### src/rtl/jtsdram_ro_seq.sv
// jtsdram_ro_seq
// Test sequencer that drives a group of read-only bank checkers in parallel.
// It waits for vertical blanking and then fires a common start pulse. It waits
// until every checker reports done, then folds the per-bank bad flags into a
// sticky mask and counts the completed passes. Passes alternate between fast
// and slow mode. A pass that never completes is caught by a timeout.
//
// Ports:
//   clk       system clock
//   rst_n     asynchronous reset, active low
//   enable    run passes back to back while high
//   halt_bad  stop after the first pass that reports any bad bank
//   LVBL      vertical blank, active low
//   ck_done   per-checker done flags
//   ck_bad    per-checker bad flags
//   start     one-clock start pulse common to all checkers
//   slow      slow-mode select, constant during a pass
//   busy      high from the start pulse until the pass is evaluated
//   pass_cnt  completed passes, saturating
//   bad_mask  sticky OR of ck_bad captured at the end of each pass
//   timeout   sticky hang indicator
//   fail      registered |bad_mask | timeout

module jtsdram_ro_seq #(
    parameter int BANKS  = 4,
    parameter int TOUT_W = 24,
    parameter int PASS_W = 8
) (
    input  logic              clk,
    input  logic              rst_n,
    input  logic              enable,
    input  logic              halt_bad,
    input  logic              LVBL,
    input  logic [BANKS-1:0]  ck_done,
    input  logic [BANKS-1:0]  ck_bad,
    output logic              start,
    output logic              slow,
    output logic              busy,
    output logic [PASS_W-1:0] pass_cnt,
    output logic [BANKS-1:0]  bad_mask,
    output logic              timeout,
    output logic              fail
);

    typedef enum logic [2:0] {
        IDLE,
        ARM,
        START,
        GUARD,
        WAIT,
        EVAL,
        HALT
    } state_t;

    state_t            state;
    state_t            state_nxt;
    logic [TOUT_W-1:0] tout_cnt;
    logic              all_done;
    logic              tout_max;
    logic [BANKS-1:0]  new_mask;

    assign all_done = &ck_done;
    assign tout_max = &tout_cnt;
    assign new_mask = bad_mask | ck_bad;

    always_ff @(posedge clk or negedge rst_n) begin
        if (!rst_n) begin
            state <= IDLE;
        end else begin
            state <= state_nxt;
        end
    end

    // The guard period reuses the timeout counter. It is cleared in START,
    // so it reads 0 and then 1 during the two GUARD cycles. A checker can
    // only take one clock to clear done, so this covers that latency.
    always_comb begin
        state_nxt = state;
        case (state)
            IDLE:  if (enable) state_nxt = ARM;
            ARM: begin
                if (!enable)    state_nxt = IDLE;
                else if (!LVBL) state_nxt = START;
            end
            START: state_nxt = GUARD;
            GUARD: if (tout_cnt == TOUT_W'(1)) state_nxt = WAIT;
            WAIT: begin
                if (all_done)      state_nxt = EVAL;
                else if (tout_max) state_nxt = HALT;
            end
            EVAL: begin
                if (halt_bad && (new_mask != '0)) state_nxt = HALT;
                else if (enable)                  state_nxt = ARM;
                else                              state_nxt = IDLE;
            end
            HALT:  if (!enable) state_nxt = IDLE;
            default: state_nxt = IDLE;
        endcase
    end

    always_comb begin
        start = (state == START);
        busy  = (state == START) || (state == GUARD) ||
                (state == WAIT)  || (state == EVAL);
    end

    // Pass results are written only in EVAL and the timeout flag only in
    // WAIT, so the outputs stay frozen in HALT. The counter stops at its
    // maximum so a hung pass cannot wrap it back to zero.
    always_ff @(posedge clk or negedge rst_n) begin
        if (!rst_n) begin
            tout_cnt <= '0;
            timeout  <= 1'b0;
            bad_mask <= '0;
            pass_cnt <= '0;
            slow     <= 1'b0;
            fail     <= 1'b0;
        end else begin
            fail <= (|bad_mask) | timeout;
            case (state)
                START: tout_cnt <= '0;
                GUARD: tout_cnt <= tout_cnt + 1'b1;
                WAIT: begin
                    if (!tout_max) tout_cnt <= tout_cnt + 1'b1;
                    if (!all_done && tout_max) timeout <= 1'b1;
                end
                EVAL: begin
                    bad_mask <= new_mask;
                    if (!(&pass_cnt)) pass_cnt <= pass_cnt + 1'b1;
                    slow <= ~slow;
                end
                default: ;
            endcase
        end
    end

endmodule

### config.mk
export PLATFORM = sky130hd
export DESIGN_NAME = jtsdram_ro_seq
export DESIGN_NICKNAME = d
export VERILOG_FILES = /design/src/rtl/jtsdram_ro_seq.sv
export SDC_FILE = /design/constraint.sdc
export NUM_CORES = 1
export LEC_CHECK = 0
export CORE_MARGIN = 3
export CORE_UTILIZATION = 50
export DETAILED_ROUTE_END_ITERATION = 8
export PLACE_DENSITY = 0.83
export SYNTH_ARGS = -nofsm -noshare
export SYNTH_HDL_FRONTEND = slang
export SYNTH_SLANG_ARGS = --single-unit
### constraint.sdc
create_clock -name clk -period 4.7 [get_ports clk]
set_clock_uncertainty 0.05 [all_clocks]
set_input_delay 1.175 -clock clk [delete_from_list [all_inputs] [get_ports clk]]
set_output_delay 1.175 -clock clk [all_outputs]
set_load 0.005 [all_outputs]
==> Word level (Yosys, flattened, before mapping) <==
Cells that the tools add are included.
{ "word_totals": {"register_bits": 42, "elab_cells": 55, "output_inout_bits": 17} }
{ "classes": {"mux": 12, "eq_ne": 13, "reduce_logical": 17, "bitwise_logic": 4, "n_addsub": 2} }
{ "ops": {"columns": ["op", "count"], "rows": [
  ["$pmux W24 S3", 1],
  ["$add A24 B1 Y24 const B", 1],
  ["$eq A24 B1 Y1 const B", 1],
  ["$mux W24", 1],
  ["$mux W3", 8],
  ["$reduce_and A24 Y1", 1],
  ["$pmux W3 S7", 1],
  ["$eq A3 B3 Y1 const B", 3],
  ["$add A8 B1 Y8 const B", 1],
  ["$ne A2 B2 Y1 const B", 4],
  ["$reduce_and A8 Y1", 1],
  ["$eq A3 B2 Y1 const B", 2],
  ["$ne A3 B3 Y1 const B", 2],
  ["$reduce_and A2 Y1", 3],
  ["$reduce_and A5 Y1", 1],
  ["$or A4 B4 Y4", 1],
  ["$reduce_and A4 Y1", 1],
  ["$reduce_bool A4 Y1", 1],
  ["$reduce_or A4 Y1", 1],
  ["$eq A3 B1 Y1 const B", 1],
  ["$logic_not A3 Y1", 1],
  ["$logic_or A1 B1 Y1", 3],
  ["$reduce_bool A3 Y1", 1],
  ["$logic_and A1 B1 Y1", 2],
  ["other kinds (4)", 5]
]} }

==> Depth between registers and ports, before layout <==
Gate-level depths: netlist of the first run.
{ "depth": {"word_depth": 5, "mapped_depth": 8} }

==> Worst setup path after synthesis of the first run <==
No wires, ideal clock.
{ "synth_path": {"kind": "input to register", "startpoint": "input port ck_bad[0]", "endpoint": "register state[1]", "n_path_buf": 0, "setup_ps": 125, "t_arrival_ps": 2497, "required_ps": 4525, "setup_slack_ps": 2028, "path_stages": 5, "cell_sequence": "or4_1 o211ai_1 a21oi_1 o311a_1 mux2_2"} }
{ "synth_via": {"elab_chain_len": 5} }
{ "synth_rtl": {"columns": ["item", "line_no", "source"], "rows": [
  ["from (decl)", "35", "input logic [BANKS-1:0] ck_bad,"],
  ["$or A4 B4 Y4", "64", "assign new_mask = bad_mask | ck_bad;"],
  ["$reduce_bool A4 Y1", "92", "if (halt_bad && (new_mask != '0)) state_nxt = HALT;"],
  ["$logic_and A1 B1 Y1", "92", null],
  ["$mux W3", "92", null],
  ["$pmux W3 S7", "79", "case (state)"],
  ["to (signal assigned)", "70", "state <= state_nxt;"],
  ["to (decl)", "55", "state_t state;"]
]} }
Every way passes these cells.
A chain may end at the register's enable or synchronous reset.

==> Final worst setup path of the first run <==
{ "layout_path": {"startpoint": "register state[2]", "endpoint": "output port busy"} }
{ "layout_via": {"elab_chain_len": 4} }
{ "layout_rtl": {"columns": ["item", "line_no", "source"], "rows": [
  ["$eq A3 B2 Y1", "103", "busy = (state == START) || (state == GUARD) ||"],
  ["$logic_or A1 B1 Y1 (2 in a row)", "103", null],
  ["$logic_or A1 B1 Y1 (*)", "104", "(state == WAIT) || (state == EVAL);"],
  ["to (decl)", "38", "output logic busy,"]
]} }
Mark *: on every way between the ends. The rest lies on a longest branch, timed or not.

==> results of run 1 <==
==> power by group through the flow <==
| stage | clock [mW] | sequential (mW) | combinational (mW) |
|---|---|---|---|
| 2_1_floorplan | 0 | 0.482 | 0.279 |
| 3_3_place_gp | 0 | 0.511 | 0.402 |
| 3_5_place_dp | 0 | 0.515 | 0.408 |
| 4_1_cts | 0.347 | 0.508 | 0.412 |
| 5_1_grt | 0.364 | 0.523 | 0.454 |
| 6_report | 0.342 | 0.510 | 0.410 |
==> registers in the layout, summed over array words and instances (netlist names) <==
| signal | flops |
|---|---|
| bad_mask | 4 |
| fail | 1 |
| pass_cnt | 8 |
| slow | 1 |
| state | 3 |
| timeout | 1 |
| tout_cnt | 24 |
==> placed cells by master (no fill, tap or decap), types with 4 or more instances in the layout <==
master | netlist | layout
or4_1 | 4 | 4
dfrtp_1 | 42 | 42
xor2_1 | 5 | 5
nor4_1 | 8 | 8
xnor2_1 | 11 | 11
nand3_1 | 9 | 9
inv_1 | 7 | 7
nand4_1 | 10 | 10
nor2_1 | 16 | 16
nand2_1 | 15 | 15
a21o_1 | 6 | 6
and3_1 | 6 | 6
ha_1 | 5 | 5
clkdlybuf4s50_1 | 0 | 28
clkbuf_8 | 0 | 5
a21oi_1 | 14 | 14
a211oi_1 | 4 | 4
o31ai_1 | 4 | 4
o21ai_0 | 9 | 9
or3_1 | 8 | 8
==> per-stage QoR <==
step	hold slack (ps)	util
after floorplan	414	-
after CTS	423	0.628
final	421	0.628
after detailed placement	407	0.597
after global placement	406	0.597
after global routing	437	0.628
==> cells by family after synthesis <==
logic type,Yosys count,share of synthesized area
AND/OR/NAND/NOR,100,0.253
AO/OA/AOI/OAI,61,0.176
flip-flops,42,0.435
buffers and inverters,20,0.0425
XOR/XNOR,16,0.0580
adder cells (fa/ha/maj),5,0.0259
multiplexers,2,0.00932
==> worst paths after layout <==
path,endpoint,slack [ps]
worst max-delay path,busy,1550
worst min-delay path,slow,420
worst max register to register,tout_cnt[19],2090
worst min register to register,slow,420
max in group asynchronous,bad_mask[0],3060
min in group asynchronous,tout_cnt[9],970
==> synth_stat cells (7+ instances only) <==
cell,instances,area share
or3_1,8,0.021
dfrtp_1,42,0.44
xnor2_1,11,0.040
nand4_1,10,0.026
nor2_1,16,0.025
nand3_1,9,0.019
nor4_1,8,0.021
a21oi_1,14,0.029
nand2_1,15,0.023
inv_1,7,0.011
o21ai_0,9,0.019
==> worst register-to-register path: cells and delay by family, from the launching register on <==
| family | cells | cell delay [ps] |
|---|---|---|
| AND/OR/NAND/NOR | 2 | 1220 |
| flip-flops | 1 | 590 |
| AO/OA/AOI/OAI | 3 | 670 |
==> layout make-up <==
cell class                      instances  area share
Clock buffer                            5      0.0243
Clock inverter                          3      0.0243
Inverter                                7     0.00929
Multi-Input combinational cell        184       0.446
Sequential cell                        42       0.372
Tap cell                               52      0.0230
Timing Repair Buffer                   29       0.101
==> per-layer routing <==
metal	vias up	track usage	share of wire
met3	10	0.0435	0.049
met5	-	0	0
li1	976	-	-
met2	57	0.314	0.49
met1	984	0.255	0.44
met4	0	0.0660	0.015
==> impl_metrics.ini, run 1 <==
[global_route]
grt_max_degree = 43
overflow = 0
first_global_vias = 1875
antenna_found_initial = 0
grt_usage = 0.193
grt_pass1_wl_um = 8630

[status]
outcome = finished clean

[floorplan]
placementRows = 24
die_h_um = 75.5
die_w_um = 75.5
start_util = 0.536
io_pins = 30
die_area_mm2 = 0.00570
core_area_mm2 = 0.00450

[place]
placed_cells = 314
dp_hpwl_um = 3670
gp_congestion = 0.856
dp_slack_ps = 1510
post_dp_cell_area_mm2 = 0.00269
portBuffers = 29

[worst_hold_path]
hold_path_depth = 1
hold_class = flop to flop
min_from = slow

[clocking]
cts_tree = done
cts_resized = 0
post-cts-setup-buffer-count = 0
cts.clk_slew.worst_paths_ps = 80
numCtsBuffers = 5
cts_max_path_buffers = 2
hold_buffers = 0
insertion_delay_ps = 290
root_buffer = clkbuf_8
ctsHtreeMaxLevel = 2
clock-sinks = 42

[synth]
async_reset_ff_frac = 1.00
ys.flop_type = dfrtp_1
synth.ff_latch_count = 42
synth-seq-area-share = 0.435
synth.distinct_cells = 57
synth_nets = 264
syn_inst = 246
syn-cell-area_mm2 = 0.00242
synth_edf_count = 0
syn_avg_cell_area_um2 = 9.82
yosys_warnings = 0

[worst_setup_path]
reg2reg_depth = 5
crit_path_start_kind = flop
critPathArrivalTime_ps = 1920
worstReg2RegStart = state[2]
crit_buf_inv = 3
crit_type = flop to output pin
crit_cells = 4
crit_family = buffers and inverters
cp_slowest_cell = dfrtp_1
path_common_cell = inv_1
crit_path_end_kind = output pin
cp.required_ps = 3470
path_cells = inv_1 > ha_1 > inv_1 > clkdlybuf4s50_1
path_max_fanout = 14
critPathLaunch = state[2]
max_stage_delay_ps = 590

[cells_and_area]
fillers = 364
postLayoutCellArea_mm2 = 0.00283
layoutNonFillerInstCount = 322
drive_gt1_frac = 0.0741
num_antenna_cells = 0
multi_input_area_mm2 = 0.00126
area_growth_syn_to_layout_pct = 17.0
register_area_mm2 = 0.00105
fin_nets = 287

[power_and_ir_drop]
pwr-share-clk = 0.271
p_int_uw = 842
ir_drop_mv = 0.258
combPwrFrac = 0.325
netSwitchingFraction = 0.333
p_leak_nw = 1.13
p_total_mw = 1.26
p_sw_uw = 420
powerDensity_mw_per_mm2 = 446
pwr-share-seq = 0.404

[routing]
ant_nets = 0
dr.first_iter.drc_count = 134
drc = 0
viasPerCell = 6.30
wl_per_cell_um = 16.2
dr.pass1.iters = 4
route.vias.total = 2027
finalWirelength_um = 5220

[sta]
post-route-period-util = 0.669
timing.fmax_ghz = 0.318
finalMaxSlewViolations = 0
fin_setup_tns_ps = 0
worstMarginPinSlew_ps = 929
min_period_ps = 3150
hold_violations = 0
slew_headroom = 0.381
setup_slack_ps = 1550
setup_violations = 0
rsz0062_at_grt = no

[flow_run]
max_cap_viol_count = 0
(Power assumes the default switching activity.)
==> inputs of run 2 (changes only) <==
Clock period 4.7 ns to 3.1 ns, I/O delays scaled along.
==> run 2 against run 1 <==
Compared with the run above:
- die area stayed put
- final cell count is 0.62% higher
- critical path type unchanged
- final area is 0.53% higher
- register-to-register slack worse by 1300 ps
- combinational power is 57% higher
- global-route usage is 0.43 points higher
- first-iteration DRC count is 27% higher
- sequential share of layout area is 0.20 points lower
- critical path depth stayed put
- clock-buffer cell count stayed put
- flip-flop and latch count stayed put
- non-clock buffer count is 2 higher
==> impl_metrics.ini, run 2 (same netlist as run 1, synthesis figures left out) <==
[global_route]
antenna_found_initial = 0
first_global_vias = 1889
grt_pass1_wl_um = 8760
grt_usage = 0.197
overflow = 0
grt_max_degree = 43

[worst_setup_path]
reg2reg_slack_ps = 780
crit_path_end_kind = output pin
cp_slowest_cell = dfrtp_1
rr_endpoint = tout_cnt[19]
worstReg2RegStart = state[2]
crit_buf_inv = 3
crit_path_start_kind = flop
critPathLaunch = state[2]
critPathArrivalTime_ps = 1890
reg2reg_depth = 5
path_common_cell = inv_1
path_cells = inv_1 > ha_1 > inv_1 > clkdlybuf4s50_1
path_max_fanout = 14
crit_family = buffers and inverters
crit_type = flop to output pin
max_stage_delay_ps = 570
cp.required_ps = 2270

[worst_hold_path]
hold_end = slow
min_from = slow
hold_class = flop to flop
hold_path_depth = 1

[flow_run]
max_cap_viol_count = 0

[routing]
finalWirelength_um = 5210
ant_nets = 0
drc = 0
viasPerCell = 6.28
wl_per_cell_um = 16.1
dr.pass1.iters = 4
dr.first_iter.drc_count = 170
route.vias.total = 2034

[clocking]
ctsHtreeMaxLevel = 2
cts_tree = done
cts.clk_slew.worst_paths_ps = 80
cts_max_path_buffers = 2
cts_resized = 0
insertion_delay_ps = 310
root_buffer = clkbuf_8
clock-sinks = 42
post-cts-setup-buffer-count = 0
numCtsBuffers = 5
hold_buffers = 0

[cells_and_area]
layout_common_cells = 42 x dfrtp_1, 28 x clkdlybuf4s50_1, 16 x nor2_1
final_util = 0.631
fillers = 371
top_register = tout_cnt
largest_reg_flops = 24
reg.largest.list = tout_cnt: 24 flops, pass_cnt: 8 flops, bad_mask: 4 flops
drive_gt1_frac = 0.0809
area_growth_syn_to_layout_pct = 17.7
num_antenna_cells = 0
mostFrequentLayoutCell = dfrtp_1
fin_nets = 289

[sta]
post-route-period-util = 0.877
min_period_ps = 2720
slew_headroom = 0.364
timing.fmax_ghz = 0.368
fin_setup_tns_ps = 0
setup_slack_ps = 381
hold_violations = 0
finalMaxSlewViolations = 0
worstMarginPinSlew_ps = 954
setup_violations = 0
rsz0062_at_grt = no

[power_and_ir_drop]
p_leak_nw = 1.14
ir_drop_mv = 0.438
powerDensity_mw_per_mm2 = 682

[floorplan]
core_area_mm2 = 0.00450
start_util = 0.536
die_w_um = 75.5
placementRows = 24
io_pins = 30
die_area_mm2 = 0.00570
die_h_um = 75.5

[place]
gp_congestion = 0.870
portBuffers = 29
dp_hpwl_um = 3700
dp_slack_ps = 311

[status]
outcome = finished clean
-- run 2: cell types whose count changed in the layout (fill, tap and decap cells not counted), sizes merged --
cell	previous run	this run
buf	1	3
-- run 2: layout make-up --
cell class,instances,area [µm²],share of cell area
Clock buffer,5,68.8,0.0242
Tap cell,52,65.1,0.0229
Inverter,7,26.3,0.00924
Sequential cell,42,1050,0.370
Clock inverter,3,68.8,0.0242
Timing Repair Buffer,31,300,0.106
Multi-Input combinational cell,184,1260,0.444
-- run 2: routing by layer --
| metal | global-route usage | share of wire | wire length (µm) |
|---|---|---|---|
| met2 | 0.321 | 0.49 | 2570 |
| met3 | 0.0369 | 0.032 | 168 |
| met4 | 0.0738 | 0.014 | 71 |
| met5 | 0 | 0 | 0 |
| met1 | 0.262 | 0.46 | 2400 |
-- run 2: how the worst max path moves through the flow --
stage               slack, ps  cells past startpoint       end
floorplan                 830                      5  state[1]
global placement          360                      6  state[1]
detailed placement        310                      6  state[1]
CTS                       370                      4      busy
global route              280                      4      busy
finish                    380                      4      busy
-- run 2: per-stage QoR --
step,hold slack [ps],instances,area (µm²),total power [mW]
floorplan,414,246,2420,1.15
global placement,406,316,2710,1.40
detailed placement,408,316,2710,1.42
CTS,423,324,2840,1.95
global route,436,324,2840,2.06
finish,424,324,2840,1.94
-- run 2: power by group --
part	leakage, nW	switching, mW	total (mW)	internal (mW)
registers	0.550	0.137	0.772	0.634
clock network	0.0683	0.201	0.524	0.323
logic	0.526	0.311	0.644	0.334
